**src/rtl/ifu_fetch.sv**
```systemverilog
// rtl/ifu_fetch.sv - single-issue instruction fetch unit holding the architectural PC
// Optional misaligned-target trap enabled by defining IFU_MISALIGN_TRAP_EN.
module ifu_fetch #(
  parameter logic [31:0] RESET_PC = 32'h8000_0000
) (
  input  logic        clk,
  input  logic        rst_n,
  output logic        imem_req_valid,
  input  logic        imem_req_ready,
  output logic [31:0] imem_addr,
  input  logic        imem_rsp_valid,
  input  logic [31:0] imem_rsp_data,
  output logic        inst_valid,
  input  logic        inst_ready,
  output logic [31:0] inst,
  output logic [31:0] inst_pc,
  input  logic        wb_valid,
  input  logic        jump_taken,
  input  logic [31:0] jump_target,
  output logic        fetch_misalign,
  output logic [31:0] misalign_addr
);

  typedef enum logic [2:0] {
    IDLE     = 3'd0,
    REQ      = 3'd1,
    WAIT_RSP = 3'd2,
    HOLD     = 3'd3,
    WAIT_WB  = 3'd4,
    TRAP     = 3'd5
  } state_t;

  state_t      state;
  logic [31:0] pc;
  logic [31:0] next_pc;
  logic        trap_hit;

  assign imem_addr = pc;

  // Taken targets are word-aligned; in the trap build misaligned ones never reach the PC.
  always_comb begin
    next_pc = pc + 32'd4;
    if (jump_taken) begin
      next_pc = {jump_target[31:2], 2'b00};
    end
  end

`ifdef IFU_MISALIGN_TRAP_EN
  logic        misalign_q;
  logic [31:0] misalign_addr_q;

  assign trap_hit       = jump_taken & (jump_target[1:0] != 2'b00);
  assign fetch_misalign = misalign_q;
  assign misalign_addr  = misalign_addr_q;
`else
  logic unused_target_lsbs;

  assign trap_hit           = 1'b0;
  assign unused_target_lsbs = ^jump_target[1:0];
  assign fetch_misalign     = 1'b0;
  assign misalign_addr      = 32'd0;
`endif

  always_ff @(posedge clk or negedge rst_n) begin
    if (!rst_n) begin
      state          <= IDLE;
      pc             <= RESET_PC;
      inst           <= 32'd0;
      inst_pc        <= RESET_PC;
      imem_req_valid <= 1'b0;
      inst_valid     <= 1'b0;
`ifdef IFU_MISALIGN_TRAP_EN
      misalign_q      <= 1'b0;
      misalign_addr_q <= 32'd0;
`endif
    end else begin
      case (state)
        IDLE: begin
          state          <= REQ;
          imem_req_valid <= 1'b1;
        end
        REQ: begin
          if (imem_req_ready) begin
            state          <= WAIT_RSP;
            imem_req_valid <= 1'b0;
            inst_pc        <= pc;
          end
        end
        WAIT_RSP: begin
          if (imem_rsp_valid) begin
            state      <= HOLD;
            inst       <= imem_rsp_data;
            inst_valid <= 1'b1;
          end
        end
        HOLD: begin
          if (inst_ready) begin
            state      <= WAIT_WB;
            inst_valid <= 1'b0;
          end
        end
        WAIT_WB: begin
          if (wb_valid) begin
            if (trap_hit) begin
              state <= TRAP;
`ifdef IFU_MISALIGN_TRAP_EN
              misalign_q      <= 1'b1;
              misalign_addr_q <= jump_target;
`endif
            end else begin
              state          <= REQ;
              pc             <= next_pc;
              imem_req_valid <= 1'b1;
            end
          end
        end
        TRAP: begin
          state <= TRAP;
        end
        default: begin
          state          <= IDLE;
          imem_req_valid <= 1'b0;
          inst_valid     <= 1'b0;
        end
      endcase
    end
  end

endmodule

```
**config.mk**
```make
export PLATFORM = sky130hd
export DESIGN_NAME = ifu_fetch
export DESIGN_NICKNAME = d
export VERILOG_FILES = /design/src/rtl/ifu_fetch.sv
export SDC_FILE = /design/constraint.sdc
export NUM_CORES = 1
export LEC_CHECK = 0
export ABC_AREA = 0
export CORE_UTILIZATION = 40
export CTS_CLUSTER_SIZE = 40
export DETAILED_ROUTE_END_ITERATION = 10
export DONT_BUFFER_PORTS = 1
export GPL_ROUTABILITY_DRIVEN = 1
export HOLD_SLACK_MARGIN = 0.03
export REMOVE_ABC_BUFFERS = 1
export SYNTH_ARGS = -nofsm -noshare
export SYNTH_HDL_FRONTEND = slang
export SYNTH_SLANG_ARGS = --single-unit
export TNS_END_PERCENT = 100
```
**constraint.sdc**
```tcl
create_clock -name clk -period 2.6 [get_ports clk]
set_clock_uncertainty 0.1 [all_clocks]
set_input_delay 0.26 -clock clk [delete_from_list [all_inputs] [get_ports clk]]
set_output_delay 0.26 -clock clk [all_outputs]
set_load 0.02 [all_outputs]
```
# Yosys cells after proc, flatten, opt, wreduce, memory -nomap -nowiden
# Index checks and enable logic that the tools add are counted.
[totals] reg_bits=101 latchBits=0 ramBits=0 romBits=0 output_inout_bits=131 memories=0
[op_classes] addsub=1 mul=0 div=0 magnitude_cmp=0 eq_ne=9 shift=0 muxes=12 n_bitwise=2 reduce_logical=9
[op_table] op="$add 32x3->32 const B" n=1
[op_table] op="$mux 32" n=1
[op_table] op="$pmux 3 s6" n=1
[op_table] op="$mux 3" n=4
[op_table] op="$ne 2x2->1 const B" n=4
[op_table] op="$eq 3x2->1 const B" n=2
[op_table] op="$eq 3x3->1 const B" n=2
[op_table] op="$reduce_and 2->1" n=3
[op_table] op="$reduce_and 3->1" n=2
[op_table] op="$mux 1" n=4
[op_table] op="$pmux 1 s4" n=1
[op_table] op="$reduce_and 4->1" n=1
[op_table] op="$reduce_or 4->1" n=1
[op_table] op="$eq 3x1->1 const B" n=1
[op_table] op="$logic_not 3->1" n=1
[op_table] op="$pmux 1 s3" n=1
[op_table] op="$reduce_or 3->1" n=1
[op_table] op="$not 1->1" n=2

# Depth between registers and ports, before layout
[depth] depth_word=4 mapped_depth=7 ltp_nobuf=6

# Worst setup path before layout
# No wires, ideal clock.
[synth_path] kind="reg-to-reg" startpoint="reg pc[2], in the netlist imem_addr[2]" endpoint="reg pc[24], in the netlist imem_addr[24]" setup_ns=0.069 t_arrival_ns=1.945 required_ns=2.431 path_slack_ns=0.486 path_stages_with_launch=7 path_buffers=0 cell_sequence="dfrtp_1 -> ha_1 -> and3_1 -> nand3_2 -> or3_4 -> or4_1 -> nand3_1"
[synth_between] elab_chain_cells=2
[synth_lines] element="start, declared" line="34" text="logic [31:0] pc;"
[synth_lines] element="start signal, assigned" line="112" text="pc <= next_pc;"
[synth_lines] element="$add 32x3->32" line="42" text="next_pc = pc + 32'd4;"
[synth_lines] element="$mux 32" line="43" text="if (jump_taken) begin"
# No other way between the ends.
# A chain may end at the register's enable or synchronous reset.

# Final worst setup path
[layout_path] startpoint="reg pc[5], in the netlist imem_addr[5]" endpoint="reg pc[24], in the netlist imem_addr[24]"
# The elaborated chain is that of the path after synthesis.

==> results.md <==
- Result of the run: finished with violations
- Violated checks: design-rule violations, negative hold slack
- Clock Tree Root: sky130_fd_sc_hd__clkbuf_16
- Clock buffer count from CTS: 9
- Count of yosys warnings during synthesis: 0
- Synthesized instance count: between 400 and 500
- Fraction of layout instances using a drive strength above 1: 20.76%
- Initial Utilization: about two fifths
- Reported net switching power: 2544 uW
- Worst Tran Pin Value: 624.3 ps
- ANT nets after route: 0
- CTS tree: yes
- Share of synthesized cell area in and, or, nand and nor gates: 14.59%
- Worst-Skew Late Latency: about 340 ps
- Maximum fanout encountered on the critical timing path: 8
- Largest net degree at the start of global routing: 98
- RSZ-0062 raised after global routing: no
- Proportion of register bits with asynchronous set or reset after synthesis: 100.0%
- Power per unit of standard cell area: around 1100 nW/um2
- Area after DPL: ~4900 um2
- Die outline height: roughly 110 um
- Worst reg2reg startpoint: imem_addr[5]
- Placeable Area: ~12000 um2
- Area delta synth->final: 16.56%
- Hold buffers post-CTS: 48
- Level count of the clock H-tree: 3
- Most common cell after layout, fill and taps aside: sky130_fd_sc_hd__dfrtp_1
- Post-Route WL: between 10000 and 15000 um
- All-layer global routing usage: around a fifth
- Highest clock rate: 464.6 MHz
- Post-layout minimum cycle time: 2152 ps
- Clock slew seen by the registers of the worst setup and hold paths: 70 ps
- Final TNS setup: 0 ps
- Max_cap viols: 0
- Number of cells on the worst reg-to-reg path: 5
- Commonest cells after routing, fill and taps aside: sky130_fd_sc_hd__dfrtp_1 (95), sky130_fd_sc_hd__mux2_2 (62), sky130_fd_sc_hd__dlygate4sd3_1 (48)
- Residual DRC: 20
- Part of the power in combinational logic: between 20% and 30%
- HPWL after DPL: 7843 um
- Number of antenna violations at the first check in global routing: 0
- CTS max path bufs: 2
- Worst voltage drop across the vdd grid: around 0.44 mV
- Count of flip-flops with a built-in enable after synthesis: 0
- Length of the first detailed-routing pass in iterations: 9
- Data arrival, critical path: 2340 ps
- Wire length of the first global-routing pass: 19240 um
- Xor-xnor portion of the synthesized cell area: 0%
- Cell Area, Synth: 4836 um2
- Net count, final: between 500 and 600
- I/O Pins: 202
- Portion of netlist area occupied by mux cells: 15.27%
- Number of instances resized during post-cts repair: 0
- Compound-gate portion of the synthesized area: 10.92%
- Final count of hold timing violations: just under 100
- Full die area: between 10000 and 15000 um2
- Reg-to-reg endpoint: imem_addr[24]
- Hold slack: -496.9 ps
- Sw Ratio: 42.01%
- Total Power: 6056 uW
- Main synth FF type: sky130_fd_sc_hd__dfrtp_1
- Startpoint types: flip-flop
- Critical setup path kind: reg -> reg
- Fraction of power consumed by the clock network: 20.5%
- Required time of the worst setup path: 2780 ps
- Post-Synthesis Mean Instance Area: 10.75 um2
- Fin crit share: between 80% and 90%
- Final count of pins violating max slew: 0
- DRC marker count from the first detailed-route iteration: 168
- Main combinational cell family by area after synthesis: multiplexers
- Cell leakage power: 0.002347 uW
- Nature of the critical path endpoint: flip-flop
- Setup slack on the worst flop-to-flop path: 450 ps
- Routed vias: 3611
- Internal Dissipation: 3512 uW
- Relative max-transition margin: 58.26%
- Number of rows created at floorplan: 39
- Area of all placed cells without fillers: 5637 um2
- DR vias/cell: 5.598
- Path type of the worst min-delay path: in -> async
- Post CTS Setup Buffer Count: 0
- Gp weighted congestion: slightly below 0.8
- CTS sink count: 97
- Routed wirelength normalized by instance count: 18.72 um
- Die Wd: 112.0 um
- Number of setup violations in the final report: 0
- Number of distinct library cell variants in the gate-level netlist after synthesis: 50
- Count of buffers inserted at the top-level ports: 0
- Proportion of synthesized chip area in sequential cells: 50.25%
- Worst setup path startpoint: imem_addr[5]
- Sequential fraction of design power: 55.5%
- Number of global-route vias before repair: about 3500
- Synthesis-stage register bit count: 97
- Adder-cell share of the synthesized area: less than 1%
- Leftover overflow at the end of global routing: 0
worst max path at each step:
stage                          endpoint  cells past startpoint
after CTS                 imem_addr[24]                      5
after detailed placement  imem_addr[24]                      5
after global routing      imem_addr[14]                      6
final                     imem_addr[24]                      5
after floorplan             inst_pc[10]                      4
after global placement    imem_addr[14]                      6
metrics by stage:
step	cells	util [%]	hold WS [ps]	worst slack [ps]
finish	645	48.53	-496.9	447.5
global route	644	48.51	-512.5	286.9
CTS	644	48.51	-510.3	442.4
detailed placement	580	42.03	-134.3	470.2
global placement	580	42.03	-133.7	479.3
floorplan	422	-	-135.6	-942.7
Yosys cell counts (2+ instances only):
cell type	number	area (um2)
sky130_fd_sc_hd__or3_1	4	25.02
sky130_fd_sc_hd__clkbuf_1	18	67.56
sky130_fd_sc_hd__o21ai_0	25	125.1
sky130_fd_sc_hd__nor2_1	21	78.83
sky130_fd_sc_hd__buf_4	39	292.8
sky130_fd_sc_hd__o22ai_1	5	31.28
sky130_fd_sc_hd__mux2i_1	4	40.04
sky130_fd_sc_hd__nor4_1	4	25.02
sky130_fd_sc_hd__buf_2	7	35.03
sky130_fd_sc_hd__and2_1	2	12.51
sky130_fd_sc_hd__nand2_1	25	93.84
sky130_fd_sc_hd__nor2b_1	2	12.51
sky130_fd_sc_hd__a221oi_1	3	26.28
sky130_fd_sc_hd__nand4_1	4	25.02
sky130_fd_sc_hd__dfrtp_1	95	2377
sky130_fd_sc_hd__nor3b_1	3	22.52
sky130_fd_sc_hd__a21oi_1	27	135.1
sky130_fd_sc_hd__and4_1	5	43.79
sky130_fd_sc_hd__mux2_2	62	698.2
sky130_fd_sc_hd__o31ai_1	2	15.01
sky130_fd_sc_hd__a31o_2	2	17.52
sky130_fd_sc_hd__a22oi_1	7	52.55
sky130_fd_sc_hd__nand2b_1	3	18.77
sky130_fd_sc_hd__inv_1	5	18.77
sky130_fd_sc_hd__and3_1	13	81.33
sky130_fd_sc_hd__o211ai_1	3	22.52
sky130_fd_sc_hd__nand3_1	24	120.1
sky130_fd_sc_hd__dfstp_2	2	52.55
sky130_fd_sc_hd__nor3_1	11	55.05
sky130_fd_sc_hd__o2bb2ai_1	3	26.28
cell families (layout without fill, tap and decap cells):
| family | Yosys count | count (layout) |
|---|---|---|
| muxes | 66 | 66 |
| adders and majority gates | 1 | 1 |
| DFF | 97 | 97 |
| and+or+nand+nor | 129 | 129 |
| buffers and inverters | 70 | 85 |
| other | 1 | 38 |
| AOI/OAI and AO/OA | 86 | 86 |
sequential cells by signal (all words and copies together), names as in the netlist:
name / count
inst: 32
inst_valid: 1
imem_req_valid: 1
state: 3
imem_addr: 30
inst_pc: 30
worst max-delay path, stage by stage, from the launching register on:
cell and delay (ps):
sky130_fd_sc_hd__dfrtp_1 580, sky130_fd_sc_hd__and3_1 290, sky130_fd_sc_hd__nand3_2 170, sky130_fd_sc_hd__or3_4 450
sky130_fd_sc_hd__or4_1 410, sky130_fd_sc_hd__nand3_1 90
power by group through the flow:
stage	sequential, uW	clock [uW]	combinational [uW]
finish	3360	1240	1460
global route	3450	1330	1610
CTS	3360	1280	1470
detailed placement	3390	0	1390
global placement	3370	0	1330
floorplan	3280	0	984
cell type report:
| class | count | area (um2) |
|---|---|---|
| Clock buffer | 10 | 229.0 |
| Antenna cell | 1 | 2.502 |
| Sequential cell | 97 | 2430 |
| Multi-Input combinational cell | 319 | 2137 |
| Inverter | 6 | 22.52 |
| Timing Repair Buffer | 63 | 593.1 |
| Fill cell | 1042 | 5977 |
| Tap cell | 143 | 178.9 |
| Clock inverter | 6 | 43.79 |
routing by layer:
metal | up-vias | track usage, % | share of wire [%]
met2 | 123 | 32.46 | 49
met1 | 1817 | 25.43 | 43
met5 | - | 0 | 0
met3 | 16 | 4.355 | 5.4
li1 | 1655 | - | -
met4 | 0 | 8.356 | 2.1
Power figures use the tool's default switching activity.
